File: config.mk
export PLATFORM = sky130hd
export DESIGN_NAME = vga_scan_reader
export DESIGN_NICKNAME = d
export VERILOG_FILES = /design/src/rtl/vga_scan_reader.sv
export SDC_FILE = /design/constraint.sdc
export NUM_CORES = 1
export LEC_CHECK = 0
export CORE_MARGIN = 2
export CORE_UTILIZATION = 51
export DETAILED_ROUTE_END_ITERATION = 7
export PLACE_DENSITY_LB_ADDON = 0.08
export SYNTH_ARGS = -nofsm -noshare
export SYNTH_HDL_FRONTEND = slang
export SYNTH_SLANG_ARGS = --single-unit
export TNS_END_PERCENT = 10
File: constraint.sdc
create_clock -name clk -period 5 [get_ports clk]
set_input_delay 1 -clock clk [delete_from_list [all_inputs] [get_ports clk]]
set_output_delay 1 -clock clk [all_outputs]
set_load 0.05 [all_outputs]
File: src/rtl/vga_scan_reader.sv
// vga_scan_reader: 640x480@60 VGA timing with scan-out from a pixel-doubled frame buffer.
// Define VGA_TEST_PATTERN_EN to add a test_mode input that replaces video with colour bars.
module vga_scan_reader #(
    parameter int unsigned H_ACTIVE     = 640,
    parameter int unsigned H_FP         = 16,
    parameter int unsigned H_SYNC       = 96,
    parameter int unsigned H_BP         = 48,
    parameter int unsigned V_ACTIVE     = 480,
    parameter int unsigned V_FP         = 10,
    parameter int unsigned V_SYNC       = 2,
    parameter int unsigned V_BP         = 33,
    parameter int unsigned FRAME_WIDTH  = 320,
    parameter int unsigned FRAME_HEIGHT = 240,
    parameter int unsigned SCALE_SHIFT  = 1,
    parameter bit          SYNC_POL     = 1'b0
) (
    input  logic        clk,
    input  logic        n_rst,
    input  logic        en,
    input  logic        pix_en,
`ifdef VGA_TEST_PATTERN_EN
    input  logic        test_mode,
`endif
    output logic        ren,
    output logic [9:0]  x_coordinate,
    output logic [9:0]  y_coordinate,
    input  logic [23:0] rdata,
    output logic        hsync,
    output logic        vsync,
    output logic        de,
    output logic [23:0] rgb,
    output logic        frame_start
);
    localparam logic [9:0] H_LAST   = 10'(H_ACTIVE + H_FP + H_SYNC + H_BP - 1);
    localparam logic [9:0] V_LAST   = 10'(V_ACTIVE + V_FP + V_SYNC + V_BP - 1);
    localparam logic [9:0] H_ACT    = 10'(H_ACTIVE);
    localparam logic [9:0] V_ACT    = 10'(V_ACTIVE);
    localparam logic [9:0] HS_FIRST = 10'(H_ACTIVE + H_FP);
    localparam logic [9:0] HS_LAST  = 10'(H_ACTIVE + H_FP + H_SYNC - 1);
    localparam logic [9:0] VS_FIRST = 10'(V_ACTIVE + V_FP);
    localparam logic [9:0] VS_LAST  = 10'(V_ACTIVE + V_FP + V_SYNC - 1);

    if ((H_ACTIVE >> SCALE_SHIFT) != FRAME_WIDTH || (V_ACTIVE >> SCALE_SHIFT) != FRAME_HEIGHT) begin : g_bad_scale
        $fatal(1, "vga_scan_reader: active area does not scale onto the frame buffer");
    end

    // Counters, stage 1 (buffer request + delayed timing) and stage 2 (pin outputs).
    typedef struct packed {
        logic [9:0]  h;
        logic [9:0]  v;
        logic        ren;
        logic [9:0]  x;
        logic [9:0]  y;
        logic        act1;
        logic        hs1;
        logic        vs1;
        logic        fs1;
        logic [2:0]  bar1;
        logic        de;
        logic        hs;
        logic        vs;
        logic [23:0] rgb;
    } scan_t;

    localparam scan_t RST = '{hs1: ~SYNC_POL, vs1: ~SYNC_POL, hs: ~SYNC_POL, vs: ~SYNC_POL, default: '0};

    scan_t       s_q, s_d;
    logic        fs_q, fs_d;
    logic        tm, active, h_end, v_end;
    logic [23:0] pix;

`ifdef VGA_TEST_PATTERN_EN
    assign tm = test_mode;
`else
    assign tm = 1'b0;
`endif

    always_comb begin
        h_end       = s_q.h == H_LAST;
        v_end       = s_q.v == V_LAST;
        active      = (s_q.h < H_ACT) && (s_q.v < V_ACT);
        s_d         = s_q;
        s_d.h       = h_end ? '0 : s_q.h + 10'd1;
        s_d.v       = h_end ? (v_end ? '0 : s_q.v + 10'd1) : s_q.v;
        s_d.ren     = active && !tm;
        s_d.x       = active ? s_q.h >> SCALE_SHIFT : '0;
        s_d.y       = active ? s_q.v >> SCALE_SHIFT : '0;
        s_d.act1    = active;
        s_d.hs1     = (s_q.h >= HS_FIRST && s_q.h <= HS_LAST) ? SYNC_POL : ~SYNC_POL;
        s_d.vs1     = (s_q.v >= VS_FIRST && s_q.v <= VS_LAST) ? SYNC_POL : ~SYNC_POL;
        s_d.fs1     = s_q.h == '0 && s_q.v == '0;
        s_d.bar1    = s_q.h[8:6];
        // Bar colour bits fall straight out of the bar index: R=~b1, G=~b2, B=~b0.
        pix         = tm ? {{8{~s_q.bar1[1]}}, {8{~s_q.bar1[2]}}, {8{~s_q.bar1[0]}}} : rdata;
        s_d.rgb     = s_q.act1 ? pix : '0;
        s_d.de      = s_q.act1;
        s_d.hs      = s_q.hs1;
        s_d.vs      = s_q.vs1;
        fs_d        = en && pix_en && s_q.fs1;
    end

    always_ff @(posedge clk or negedge n_rst) begin
        if (!n_rst) begin
            s_q  <= RST;
            fs_q <= 1'b0;
        end else begin
            if (!en || pix_en) s_q <= en ? s_d : RST;
            fs_q <= fs_d;
        end
    end

    assign ren          = s_q.ren;
    assign x_coordinate = s_q.x;
    assign y_coordinate = s_q.y;
    assign hsync        = s_q.hs;
    assign vsync        = s_q.vs;
    assign de           = s_q.de;
    assign rgb          = s_q.rgb;
    assign frame_start  = fs_q;
endmodule
**Word-level counts from Yosys, hierarchy flattened**

Index checks and enable logic that the tools add are counted.

- Bits in registers: 73
- Latch bits: 0
- Bits in writable memories: 0
- Memory bits (read-only): 0
- Input bits: 28
- Output and inout bits: 49
- Logic and storage cells: 45
- Memories kept: 0

- Add/sub/neg operators: 2
- $mul: 0
- Divide/modulo/power cells: 0
- Magnitude comparators: 6
- Equal/unequal tests: 3
- Shift operators: 0
- Multiplexer cells: 9
- Bitwise gates (word level): 0
- Reduce and logical (&&, ||, !) cells: 11

Operators by type and width:

| kind | count |
|---|---|
| $mux W75 | 1 |
| $mux W10 | 3 |
| $mux W24 | 1 |
| $add A10 B1 Y10 const B | 2 |
| $eq A10 B10 Y1 const B | 2 |
| $logic_not A10 Y1 | 2 |
| $mux W9 | 2 |
| $ge A10 B10 Y1 const B | 1 |
| $ge A10 B9 Y1 const B | 1 |
| $le A10 B10 Y1 const B | 1 |
| $le A10 B9 Y1 const B | 1 |
| $lt A10 B10 Y1 const B | 1 |
| $lt A10 B9 Y1 const B | 1 |
| $logic_and A1 B1 Y1 | 6 |
| $mux W1 | 2 |
| $ne A2 B1 Y1 const B | 1 |
| $reduce_and A2 Y1 | 1 |
| $logic_not A1 Y1 | 1 |
| $logic_or A1 B1 Y1 | 1 |

**Logic depth before layout (Yosys ltp)**

- Depth in word-level cells: 4
- Gate-level depth with buffers: 7
- Gate-level depth less buffers: 6

**Worst setup path before layout**

No wires, ideal clock.

- Kind: in2reg
- Start point: in pix_en
- End point: reg s_q, in the netlist x_coordinate[0]
- Setup time: 0.066 ns
- Data arrival time: 2.264 ns
- Data required time: 4.934 ns
- Path slack: 2.669 ns
- Stages on the path: 6
- Buffers on the path: 3
- Cell sequence: buf_2 > nand2_1 > nor4bb_1 > clkbuf_1 > clkbuf_1 > a22o_1

- Word-level cells in the longest chain between the ends: 1

Ends and longest elaborated chain:

| what | RTL line | RTL |
|---|---|---|
| start: declaration | 20 | `input logic pix_en,` |
| $logic_or A1 B1 Y1 | 107 | `if (!en \|\| pix_en) s_q <= en ? s_d : RST;` |
| end signal: assignment | 107 |  |
| end: declaration | 67 | `scan_t s_q, s_d;` |

No other way between the ends.
A chain may end at the register's enable or synchronous reset.

**Final worst setup path**

- Start point: in pix_en
- End point: reg s_q[60] (netlist name)

- Word-level cells in the longest chain between the ends: 2

Ends and longest elaborated chain:

| what | RTL line |
|---|---|
| $logic_or A1 B1 Y1 | 107 |
| $reduce_and A2 Y1 (no line) | n/a |

No other way between the ends.

==> results.cfg <==
[clock_network]
clkLatencyLatePin_ns = 0.34
cts.path.max_buffers = 2
htreeDepth = 3
number_of_sinks_handled_by_clock_tree_synthesis = 70
tritoncts_clock_tree = yes
cts_hold_buf = 0
cts_inserted_buffers = 9
cts.clk_slew.worst_paths_ns = 0.07
post-cts-setup-buffer-count = 0
postCtsResizedCells = 0
cts_root_buf = clkbuf_8

[global_routing]
grt_remaining_overflow = 0
number_of_antenna_violations_at_the_first_check_in_global_routing = 0
pin_count_of_the_biggest_net_entering_global_routing = 39
first_pass_grt_wire_length_um = 11500
grtUsageTotal_pct = 20.1
vias_in_the_first_global_route = 2138

[hold_path]
hold_depth = 1
hold_path_end = de$_DFFE_PN0P_
worstHoldStart = de$_DFFE_PN0P_
min_path_type = reg -> reg

[detailed_routing]
drt_iter0_markers = 130
detail_route.vias_per_cell = 5.63
post_drt_wl_per_cell_um = 16.5
remaining_drcs = 0
detail_route.wirelength_um = 6760
ant_nets = 0
firstDrtPassIters = 4
dr_total_vias = 2302

[logic_synthesis]
synthArstFlopShare_pct = 100
synth_xor_xnor_area_share_pct = 1.31
synth_top_family_by_area = compound AO/OA/AOI/OAI gates
synthDominantAreaCellType = dfrtp_1
ys_warn_count = 0
post_synth_fa_ha_maj_area_fraction_pct = 1.50
synth_simple_gate_area_share_pct = 12.8
number_of_enable_type_register_cells_in_the_synthesized_netlist = 0
netlist.area_leader.share_pct = 49.5
netlist_area_mm2 = 0.00334
synth_seq_area_share_pct = 52.6
share_of_the_synthesized_area_in_compound_gates_ao_oa_aoi_oai_pct = 17.6
ys_ff_latch = 70
ys_types = 45
synthCells = 301
netlist_top_cells_area = dfrtp_1 (49%), a22o_1 (12%), buf_4 (9.9%), dfstp_2 (3.1%), ha_1 (1.5%)
ys_dominant_reg_cell = dfrtp_1
synth_mux_area_share_pct = 1.20
synth.cells.most_frequent = dfrtp_1 (66), a22o_1 (46), buf_4 (44)
post_synth.cell_area_avg_um2 = 11.1
synth_most_common_cell = dfrtp_1

[cells_and_area]
multiInputGateArea_mm2 = 0.00117
ff_latch_area_mm2 = 0.00176
fin_nets = 359
antenna_cells = 0
fin_util_pct = 63.5
area_delta_synth_final_pct = 20.9
post_route_cells_drive_above_1_share_pct = 9.64
filler_cell_count = 480

[setup_path]
crit_path_max_fanout = 14
worstSetupEndpointType = register
worstReg2RegStart = s_q[65]$_DFFE_PN0P_
r2r_setup_slack_ns = 2.27
criticalPathCategory = in -> reg
reg2regPathDepth = 5
timing.critical_path.arrival_ns = 3.27
worstReg2RegEnd = s_q[60]$_DFFE_PN0P_
required_ns = 5.23
startpoint_type = primary input

[die]
die_height_um = 84.9
floorplan.core_area_mm2 = 0.00635
die_width_um = 84.9
initial_utilization_pct = 52.6
core.rowCount = 29
floorplan.die_area_mm2 = 0.00721
ios = 77

[placed_design]
number_of_buffers_inserted_by_port_buffering = 74
hpwl_after_detailed_placement_um = 4550
finalWeightedCongestion = 0.858

[pwr]
cellPowerDensity_mw_per_mm2 = 302
vdd.ir_drop.worst_mv = 0.151
p_leak_nw = 1.77

[timing]
clock_skew_after_layout_ns = 0.00573
layout_worst_path_cycle_share_pct = 60.8
fin_tns_setup_ns = 0
setup_viol = 0
maxClockFrequency_ghz = 0.329
report.final.hold_viol_count = 0
max_slew_headroom_pct = 26.9
slew_viol_final = 0
worst_margin_pin_slew_ns = 1.09
finalWorstPathRequiredPeriod_ns = 3.04
rsz0062_at_grt = no

[status]
run_status = completed

[flow_run]
drv_cap = 0
## layout make-up
cell class | instances | share of cell area, %
multi-input cells | 163 | 29.0
clock inverters | 5 | 2.02
well taps | 77 | 2.39
flip-flops and latches | 70 | 43.5
repair buffers | 77 | 18.8
inverters | 6 | 0.558
clock buffers | 11 | 3.75
## sequential cells by signal (all words and copies together), names as in the netlist
register	flops
frame_start	1
x_coordinate	9
s_d	5
ren	1
vsync	1
y_coordinate	9
hsync	1
de	1
s_q	18
rgb	24
## stage by stage
step	hold slack (ns)	cell area [um2]	setup WS (ns)	cells	total power, W
2_1_floorplan	0.436	3340	2.67	302	0.000664
3_3_place_gp	0.460	3800	1.77	393	0.000710
3_5_place_dp	0.468	3800	1.65	393	0.000711
4_1_cts	0.486	4040	2.02	409	0.00123
5_1_grt	0.497	4040	1.83	409	0.00127
6_report	0.483	4040	1.96	409	0.00122
## worst max-delay path, cell delays in order
cell             delay, ns
clkdlybuf4s50_1       0.73
nand4_1               0.19
o31ai_2               0.90
o21ai_1               0.17
a22o_1                0.28
## layout by cell type, fill, tap and decap left out, types with 3 or more instances in the layout
| cell type | instances |
|---|---|
| a21oi_1 | 3 |
| a22o_1 | 46 |
| a31oi_1 | 3 |
| and2_1 | 3 |
| and3_1 | 5 |
| buf_4 | 3 |
| clkbuf_8 | 11 |
| clkdlybuf4s50_1 | 73 |
| dfrtp_1 | 66 |
| dfstp_2 | 4 |
| ha_1 | 4 |
| inv_1 | 6 |
| mux2i_1 | 4 |
| nand2_1 | 12 |
| nand3_1 | 10 |
| nand3b_1 | 3 |
| nand4_1 | 5 |
| nor2_1 | 10 |
| nor3_1 | 4 |
| nor4b_1 | 3 |
| o21ai_0 | 4 |
| o21ai_1 | 6 |
| or3_1 | 7 |
| xnor2_1 | 3 |
## metal layers
layer / GRT usage (%) / up-vias / share of wire [%]
met1: 30.8 / 1103 / 50
li1: - / 1102 / -
met3: 6.03 / 6 / 6.3
met2: 28.2 / 91 / 43
met5: 0 / - / 0
met4: 5.19 / 0 / 0.98
## how the worst max path moves through the flow
stage,start,end,slack [ns],depth (start not counted)
after floorplan,pix_en,x_coordinate[0]$_DFFE_PN0P_,2.67,6
after global placement,pix_en,s_q[59]$_DFFE_PN0P_,1.77,5
after detailed placement,pix_en,s_q[60]$_DFFE_PN0P_,1.65,5
after CTS,pix_en,s_q[60]$_DFFE_PN0P_,2.02,5
after global routing,pix_en,s_q[60]$_DFFE_PN0P_,1.83,5
final,pix_en,s_q[60]$_DFFE_PN0P_,1.96,5
## where the power goes
group	internal [W]	switching [W]	total [W]
registers	0.000576	0.00000619	0.000582
logic	0.0000448	0.0000731	0.000118
clock network	0.000308	0.000210	0.000518
total	0.000928	0.000290	0.00122
## kinds of logic after synthesis
family | count (synthesis)
other cells | 1
simple gates | 75
fa+ha+maj | 4
xor+xnor | 5
mux | 4
flops | 70
compound gates | 73
buf+inv | 69
Power figures use the tool's default switching activity.
